## src/rtl/synth_meter_pkg.sv

```systemverilog
// Shared types and sizing for the zero-crossing frequency meter.
package synth_meter_pkg;

   typedef enum logic {SEEK = 1'b0, MEASURE = 1'b1} fsm_state_t;
   typedef enum logic {NEG = 1'b0, POS = 1'b1} sign_state_t;

   localparam int DIV_ITER = 32;
   localparam int NUM_W    = 37;

endpackage

```

## src/rtl/serial_divider.sv

```systemverilog
// Restoring divider producing one quotient bit per clock.
// busy covers the 32 iteration cycles; done and quotient are valid during the last one.
module serial_divider
   import synth_meter_pkg::*;
#(
   parameter int CNT_W = 24
) (
   input  logic             clk_in,
   input  logic             rst_in,
   input  logic             start,
   input  logic [NUM_W-1:0] numerator,
   input  logic [CNT_W-1:0] denominator,
   output logic             busy,
   output logic             done,
   output logic [31:0]      quotient
);

   localparam int HI_W  = NUM_W - DIV_ITER;
   localparam int REM_W = ((CNT_W > HI_W) ? CNT_W : HI_W) + 1;
   localparam logic [4:0] LAST = 5'(DIV_ITER - 1);

   logic             busy_q, busy_d;
   logic [4:0]       iter_q, iter_d;
   logic [REM_W-1:0] rem_q, rem_d;
   logic [31:0]      num_q, num_d;
   logic [31:0]      quo_q, quo_d;
   logic [CNT_W-1:0] den_q, den_d;
   logic [REM_W-1:0] trial;
   logic             fits;

   // Upper numerator bits seed the remainder; they are below the divisor, so the
   // quotient never needs more than 32 bits.
   always_comb begin
      trial  = {rem_q[REM_W-2:0], num_q[31]};
      fits   = (trial >= REM_W'(den_q));
      busy_d = busy_q;
      iter_d = iter_q;
      rem_d  = rem_q;
      num_d  = num_q;
      quo_d  = quo_q;
      den_d  = den_q;
      if (start && !busy_q) begin
         busy_d = 1'b1;
         iter_d = '0;
         rem_d  = REM_W'(numerator[NUM_W-1:DIV_ITER]);
         num_d  = numerator[DIV_ITER-1:0];
         quo_d  = '0;
         den_d  = denominator;
      end else if (busy_q) begin
         rem_d  = fits ? (trial - REM_W'(den_q)) : trial;
         num_d  = {num_q[30:0], 1'b0};
         quo_d  = {quo_q[30:0], fits};
         iter_d = iter_q + 5'd1;
         if (iter_q == LAST) busy_d = 1'b0;
      end
   end

   always_ff @(posedge clk_in or negedge rst_in) begin
      if (!rst_in) begin
         busy_q <= 1'b0;
         iter_q <= '0;
         rem_q  <= '0;
         num_q  <= '0;
         quo_q  <= '0;
         den_q  <= '0;
      end else begin
         busy_q <= busy_d;
         iter_q <= iter_d;
         rem_q  <= rem_d;
         num_q  <= num_d;
         quo_q  <= quo_d;
         den_q  <= den_d;
      end
   end

   assign busy     = busy_q;
   assign done     = busy_q && (iter_q == LAST);
   assign quotient = {quo_q[30:0], fits};

endmodule

```

## src/rtl/zero_cross_freq_meter.sv

```systemverilog
// Measures the fundamental of a signed sample stream from hysteresis zero crossings
// and converts the window length into an equivalent 32-bit phase increment.
module zero_cross_freq_meter
   import synth_meter_pkg::*;
#(
   parameter logic [31:0] HYST        = 32'd256,
   parameter int          NUM_PERIODS = 4,
   parameter int          CNT_W       = 24
) (
   input  logic        clk_in,
   input  logic        rst_in,
   input  logic        step_in,
   input  logic [31:0] sample_in,
   output logic [31:0] phase_incr_out,
   output logic        valid_out,
   output logic        locked_out,
   output logic        busy_out
);

   localparam logic [NUM_W-1:0] NUMERATOR  = NUM_W'(NUM_PERIODS) << DIV_ITER;
   localparam logic [4:0]       PER_TARGET = 5'(NUM_PERIODS);
   localparam logic [CNT_W-1:0] CNT_MAX    = '1;

   sign_state_t      sign_q, sign_d;
   fsm_state_t       state_q, state_d;
   logic [CNT_W-1:0] count_q, count_d, cnt_inc;
   logic [4:0]       per_q, per_d, per_inc;
   logic [CNT_W-1:0] den_q, den_d;
   logic             start_q, start_d;
   logic             stale_q, stale_d;
   logic [31:0]      phase_q, phase_d;
   logic             valid_q, valid_d;
   logic             locked_q, locked_d;
   logic             timeout;

   logic signed [32:0] sample_s, hyst_pos, hyst_neg;
   logic               above, below, rise;
   logic               div_busy, div_done;
   logic [31:0]        div_quot;

   assign sample_s = $signed({sample_in[31], sample_in});
   assign hyst_pos = $signed({1'b0, HYST});
   assign hyst_neg = -hyst_pos;
   assign above    = (sample_s >= hyst_pos);
   assign below    = (sample_s <= hyst_neg);
   assign rise     = step_in && (sign_q == NEG) && above;

   always_comb begin
      sign_d   = sign_q;
      state_d  = state_q;
      count_d  = count_q;
      per_d    = per_q;
      den_d    = den_q;
      start_d  = 1'b0;
      stale_d  = stale_q;
      phase_d  = phase_q;
      valid_d  = 1'b0;
      locked_d = locked_q;
      timeout  = 1'b0;
      cnt_inc  = count_q + 1'b1;
      per_inc  = per_q + {4'd0, rise};

      if (step_in) begin
         if (above)      sign_d = POS;
         else if (below) sign_d = NEG;
      end

      // The crossing that closes a window also opens the next one.
      case (state_q)
         SEEK: begin
            if (rise) begin
               count_d = '0;
               per_d   = '0;
               state_d = MEASURE;
            end
         end
         MEASURE: begin
            if (step_in) begin
               if (per_inc == PER_TARGET) begin
                  count_d = '0;
                  per_d   = '0;
                  if (!div_busy && !start_q) begin
                     start_d = 1'b1;
                     den_d   = cnt_inc;
                  end
               end else if (cnt_inc == CNT_MAX) begin
                  timeout = 1'b1;
                  count_d = '0;
                  per_d   = '0;
                  state_d = SEEK;
               end else begin
                  count_d = cnt_inc;
                  per_d   = per_inc;
               end
            end
         end
         default: state_d = SEEK;
      endcase

      // A timeout after a division was launched keeps that result from relocking.
      if (start_q) stale_d = 1'b0;
      if (timeout) stale_d = 1'b1;

      if (div_done) begin
         phase_d = div_quot;
         valid_d = 1'b1;
         if (!stale_q) locked_d = 1'b1;
      end
      if (timeout) locked_d = 1'b0;
   end

   always_ff @(posedge clk_in or negedge rst_in) begin
      if (!rst_in) begin
         sign_q   <= NEG;
         state_q  <= SEEK;
         count_q  <= '0;
         per_q    <= '0;
         den_q    <= '0;
         start_q  <= 1'b0;
         stale_q  <= 1'b0;
         phase_q  <= '0;
         valid_q  <= 1'b0;
         locked_q <= 1'b0;
      end else begin
         sign_q   <= sign_d;
         state_q  <= state_d;
         count_q  <= count_d;
         per_q    <= per_d;
         den_q    <= den_d;
         start_q  <= start_d;
         stale_q  <= stale_d;
         phase_q  <= phase_d;
         valid_q  <= valid_d;
         locked_q <= locked_d;
      end
   end

   serial_divider #(
      .CNT_W(CNT_W)
   ) u_div (
      .clk_in     (clk_in),
      .rst_in     (rst_in),
      .start      (start_q),
      .numerator  (NUMERATOR),
      .denominator(den_q),
      .busy       (div_busy),
      .done       (div_done),
      .quotient   (div_quot)
   );

   assign phase_incr_out = phase_q;
   assign valid_out      = valid_q;
   assign locked_out     = locked_q;
   assign busy_out       = div_busy;

endmodule

```

## config.mk

```make
export PLATFORM = sky130hd
export DESIGN_NAME = zero_cross_freq_meter
export DESIGN_NICKNAME = d
export VERILOG_FILES = /design/src/rtl/synth_meter_pkg.sv /design/src/rtl/serial_divider.sv /design/src/rtl/zero_cross_freq_meter.sv
export SDC_FILE = /design/constraint.sdc
export NUM_CORES = 1
export LEC_CHECK = 0
export ABC_AREA = 1
export CORE_MARGIN = 10
export CORE_UTILIZATION = 40
export CTS_CLUSTER_DIAMETER = 40
export DETAILED_ROUTE_END_ITERATION = 8
export HOLD_SLACK_MARGIN = 0.06
export PLACE_DENSITY = 0.67
export SLEW_MARGIN = 0
export SYNTH_ARGS = -nofsm -noshare
export SYNTH_HDL_FRONTEND = slang
export SYNTH_SLANG_ARGS = --single-unit
export TNS_END_PERCENT = 5
```

## constraint.sdc

```tcl
create_clock -name clk_in -period 2.82 [get_ports clk_in]
set_input_delay 0.564 -clock clk_in [delete_from_list [all_inputs] [get_ports clk_in]]
set_output_delay 0.564 -clock clk_in [all_outputs]
set_load 0.05 [all_outputs]
```

Yosys cells after proc, flatten, opt, wreduce, memory -nomap -nowiden

Index checks and enable logic that the tools add are counted.

Output and inout port bits: 35
Bits in latches: 0
Bits in read-only memories: 0
Register bits: 208
RAM bits: 0
Input bits: 35
Memories kept: 0
Logic and storage cells: 89

Reduce and logical (&&, ||, !) cells: 15
Shift-type cells: 0
Equality and inequality tests: 6
Div/mod/pow operators: 0
Bitwise gates (word level): 2
$lt $le $gt $ge: 3
$add $sub $neg: 4
Muxes and demuxes: 43
$mul: 0

Operators by type and width:

| kind                  | count |
|---|---|
| $mux 24               | 7 |
| $mux 32               | 2 |
| $mux 31               | 2 |
| $pmux 24 s2           | 1 |
| $ge 32x10->1 const B  | 1 |
| $le 32x9->1 const B   | 1 |
| $mux 5                | 6 |
| $ge 25x24->1          | 1 |
| $add 24x1->24 const B | 1 |
| $eq 24x24->1 const B  | 1 |
| $sub 24x24->24        | 1 |
| $mux 1                | 23 |
| $pmux 5 s2            | 1 |
| $reduce_bool 2->1     | 4 |
| $reduce_and 2->1      | 3 |
| $add 5x1->5           | 1 |
| $add 5x1->5 const B   | 1 |
| $eq 5x3->1 const B    | 1 |
| $eq 5x5->1 const B    | 1 |
| $logic_and 1x1->1     | 5 |
| $ne 2x2->1 const B    | 2 |
| $reduce_and 4->1      | 1 |
| $logic_not 1->1       | 2 |
| $ne 2x1->1 const B    | 1 |
| other kinds (2)       | 3 |

Longest topological paths before layout

Depth after elaboration: 10
Mapped depth: 16

By module

Synthesis repeated with hierarchy kept, for this count alone.

Cells, all modules: 1591
Area, all modules: 11609.9 um^2

Modules (own cells, without submodules):

| module                | instances | area each (um^2) | cells each |
|---|---|---|---|
| serial_divider        | 1         | 6756.5           | 934 |
| zero_cross_freq_meter | 1         | 4853.4           | 657 |

Worst setup path after synthesis

OpenSTA, ideal clock, no wires.

Path kind: input port to flip-flop
Start: input sample_in[11]
End: register count_q[13]
Path slack: -15 ps
Arrival time: 2704 ps
Cell stages on the path: 15
Setup time: 132 ps
Buffers on the path: 1
Cell sequence: or2_2 nor4_1 nand3_1 nand4_1 inv_1 ha_1 ha_1 nand3_1 xor2_1 nand3_1 nand2_1 clkbuf_1 nor2_1 nand2_2 o21ai_1

Cells in the longest elaborated chain, start to end: 7

Ends and longest elaborated chain:

| what                   | line                         | source |
|---|---|---|
| start: declaration     | zero_cross_freq_meter.sv:13  | `input logic [31:0] sample_in,` |
| $ge 32x10->1 *         | zero_cross_freq_meter.sv:44  | `assign above = (sample_s >= hyst_pos);` |
| $logic_and 1x1->1 *    | zero_cross_freq_meter.sv:46  | `assign rise = step_in && (sign_q == NEG) && above;` |
| $add 5x1->5            | zero_cross_freq_meter.sv:61  | `per_inc = per_q + {4'd0, rise};` |
| $eq 5x3->1             | zero_cross_freq_meter.sv:79  | `if (per_inc == PER_TARGET) begin` |
| $mux 24                | zero_cross_freq_meter.sv:79  |  |
| $mux 24                | zero_cross_freq_meter.sv:78  | `if (step_in) begin` |
| $pmux 24 s2            | zero_cross_freq_meter.sv:69  | `case (state_q)` |
| end signal: assignment | zero_cross_freq_meter.sv:127 | `count_q <= count_d;` |
| end: declaration       | zero_cross_freq_meter.sv:26  | `logic [CNT_W-1:0] count_q, count_d, cnt_inc;` |

Every way passes the cells marked *; elsewhere a longest branch is shown, timed or not. The select of a mux whose other input is x is not followed.
A chain may end at the register's enable or synchronous reset.

Final worst setup path

Start: input sample_in[25]
End: register sign_q

Cells in the longest elaborated chain, start to end: 3

Ends and longest elaborated chain:

| what                                        | line                                                     | source |
|---|---|---|
| $ge 32x10->1 or $le 32x9->1 (tied branches) | zero_cross_freq_meter.sv:44, zero_cross_freq_meter.sv:45 |  |
| $reduce_bool 2->1 (no line)                 | --                                                       |  |
| $reduce_and 2->1 (no line)                  | --                                                       |  |
| end signal: assignment                      | zero_cross_freq_meter.sv:125                             | `sign_q <= sign_d;` |
| end: declaration                            | zero_cross_freq_meter.sv:24                              | `sign_state_t sign_q, sign_d;` |

Several ways; a longest one is shown, not always the timed one.

==> results.toml <==
[status]
outcome = "complete, no violations"

[setup_path]
arrival_ns = 2.96
cpMaxStageDelayCell = "dlygate4sd2_1"
crit_path_cell_trace = "dlygate4sd2_1, nor4_2, nand2_1, inv_1, nand3_2, buf_4, buf_4, buf_4, buf_4, buf_4, buf_4, buf_4, buf_4, buf_4, buf_4, buf_4, buf_4, buf_4, nand3_1, nand2_1"
crit_path_frequent_cell = "buf_4"
worst_setup_path_end_kind = "flip-flop"
worst-path-buf-inv = 15
crit_fanout = 2
worst-r2r-cell-count = 12
crit_family = "buffers and inverters"
setup.worst_path.class = "in2reg"
startpoint_type = "input port"
slowest_delay_ns = 0.26
crit_required_ns = 3.14
path_depth = 20

[routing]
drt-initial-drc-count = 565
via_count = 8236
vias_per_cell = 4.95
routed_wl_um = 24300
remaining_drc_errors = 0
ant_nets = 0
firstDrtPassIters = 5
avgRoutedWirePerCell_um = 14.6

[logic_synthesis]
ys.flop_type = "dfrtp_1"
synthCells = 1235
synthArstFlopShare_pct = 100
yosys.area.top_type = "dfrtp_1"
ys_ff_latch = 176
synthTopCellsByCount = "nand2_1 (345), dfrtp_1 (176), inv_1 (163), nor2_1 (120), o21ai_0 (91)"
ys_top_cells_by_area = "dfrtp_1 (46%), nand2_1 (14%), inv_1 (6.4%)"
synth_edf_count = 0
yosys_warnings = 0
synth_area_mm2 = 0.00949
ys_seq_area_share_pct = 46.4
synth_fp_nets = 1301
synthDistinctLibCells = 45
synth_top_cell_area_share_pct = 46.4
yosysMostFrequentCell = "nand2_1"
syn-mean-instance-area_um2 = 7.68

[sta]
hold_viol = 0
worst_pin_slew_ns = 0.665
layout_min_cycle_time_ns = 2.63
fmax_mhz = 380
period_share_pct = 93.4
finalSetupViolations = 0
finClkSkew_ns = 0.00941
relSlewSlack_pct = 55.7
rsz0062_at_grt = "no"
worst_slack_ns = 0.187
finalMaxSlewViolations = 0
fin_tns_setup_ns = 0

[finish]
multiInputGateArea_mm2 = 0.00435
fin_cells = 1665
drive_above_1_share_pct = 10.4
nNetsFinal = 1400
register_area_mm2 = 0.00440
syn_to_final_growth_pct = 21.2
n_antenna_cell = 0
n_fill_cell = 2247

[grt]
overflow = 0
grt_max_degree = 69
grt_pass1_vias = 8104
grt_pass1_wl_um = 41000
antenna_found_initial = 0
grt_use_total_pct = 16.2

[floorplan]
rows = 56
die_w_um = 174
start_util_pct = 40.5
boundaryPins = 70
dieArea_mm2 = 0.0303
dieHeight_um = 174
coreArea_mm2 = 0.0234

[run]
drv_cap = 0

[place]
place_congestion = 0.884
place_ws_ns = -0.629
dp_cells = 1618
io_buffers = 69
dpl.hpwl_um = 17900

[pwr]
leakagePower_nw = 5.61
p_per_area_mw_per_mm2 = 1000
power_mw = 11.5
ir_drop_mv = 0.472

[clock_tree]
cts_made_buffers = 17
clk_pin_slew_ns = 0.07
cts_tree = "done"
cts_buffer_depth = 2
cts_sinks = 176
root_buffer = "clkbuf_16"
h-tree-depth = 4
clock_latency_ns = 0.43

[worst_hold_path]
holdCritPathClass = "in2async"
## sequential cells by signal (all words and copies together) (netlist names), 5 cells and up
register	flops
phase_incr_out	32
u_div.quo_q	31
count_q	24
den_q	24
u_div.den_q	24
u_div.rem_q	24
per_q	5
u_div.iter_q	5
## placed cells by master (no fill, tap or decap), types with 3 or more instances in the layout
| master | count |
|---|---|
| dfrtp_1 | 176 |
| clkdlybuf4s15_1 | 5 |
| clkbuf_16 | 17 |
| nor2_4 | 3 |
| o22ai_1 | 31 |
| nand3_2 | 15 |
| nor4_2 | 3 |
| ha_1 | 28 |
| inv_1 | 162 |
| clkdlybuf4s50_1 | 43 |
| nor4_1 | 5 |
| o21ai_1 | 26 |
| nand2_2 | 13 |
| nand3_1 | 61 |
| buf_12 | 3 |
| nor2_1 | 118 |
| buf_4 | 46 |
| clkinvlp_4 | 5 |
| a21oi_1 | 43 |
| xor2_1 | 4 |
| nand4_1 | 22 |
| nand3b_1 | 4 |
| clkbuf_8 | 3 |
| dlygate4sd2_1 | 7 |
| dlymetal6s2s_1 | 10 |
| nor3_1 | 5 |
| xnor2_1 | 10 |
| nand2_1 | 344 |
| nor2_2 | 6 |
| o21ai_0 | 87 |
## path summary, 6_finish.rpt
check                           slack (ns)          startpoint            endpoint
worst max-delay path                  0.19       sample_in[25]              sign_q
worst min-delay path                  0.13              rst_in      u_div.quo_q[5]
worst max register to register        0.35          count_q[0]          count_q[7]
worst min register to register        0.48  phase_incr_out[20]  phase_incr_out[20]
max in group asynchronous             1.94              rst_in     u_div.den_q[14]
min in group clk_in                   0.48  phase_incr_out[20]  phase_incr_out[20]
## final cells by class
cell class	instances	share of cell area [%]
Multi-Input combinational cell	856	37.8
Tap cell	319	3.47
Clock buffer	20	4.06
Inverter	165	5.39
Sequential cell	176	38.3
Timing Repair Buffer	118	9.79
Clock inverter	11	1.14
## where the power goes
group          switching, mW  total (mW)  internal [mW]
Sequential             0.412        3.56           3.15
Clock                   1.01        2.39           1.38
Combinational           3.55        5.56           2.01
Total                   4.97        11.5           6.53
## stage by stage
step | area (µm²) | util [%] | hold WS, ns
after CTS | 11500 | 49.0 | 0.166
after floorplan | 9490 | - | 0.268
after global routing | 11500 | 49.1 | 0.177
after global placement | 10700 | 45.7 | 0.457
after detailed placement | 10700 | 45.7 | 0.468
final | 11500 | 49.1 | 0.132
## cells by family after synthesis
family,Yosys count,share of synthesized area (%)
flip-flops,176,46.4
AND/OR/NAND/NOR,609,27.9
XOR/XNOR,16,1.56
adder cells (fa/ha/maj),31,4.17
AO/OA/AOI/OAI,200,11.5
buffers and inverters,203,8.52
## routing by layer
| metal | share of wire, % | GRT usage [%] |
|---|---|---|
| met1 | 47 | 21.7 |
| met3 | 3.4 | 2.41 |
| met5 | 0 | 0 |
| met4 | 2.1 | 4.95 |
| met2 | 48 | 26.4 |
## what timing repair did
item / CTS / global route
cloned: 1 / 0
endpoints found under the setup margin: 54 / 55
gates resized for setup: 27 / 24
hold buffers: 0 / 0
hold endpoints to repair: 0 / 0
setup buffers: 16 / 0
pin swaps: 10 / 17
(Power assumes the default switching activity.)
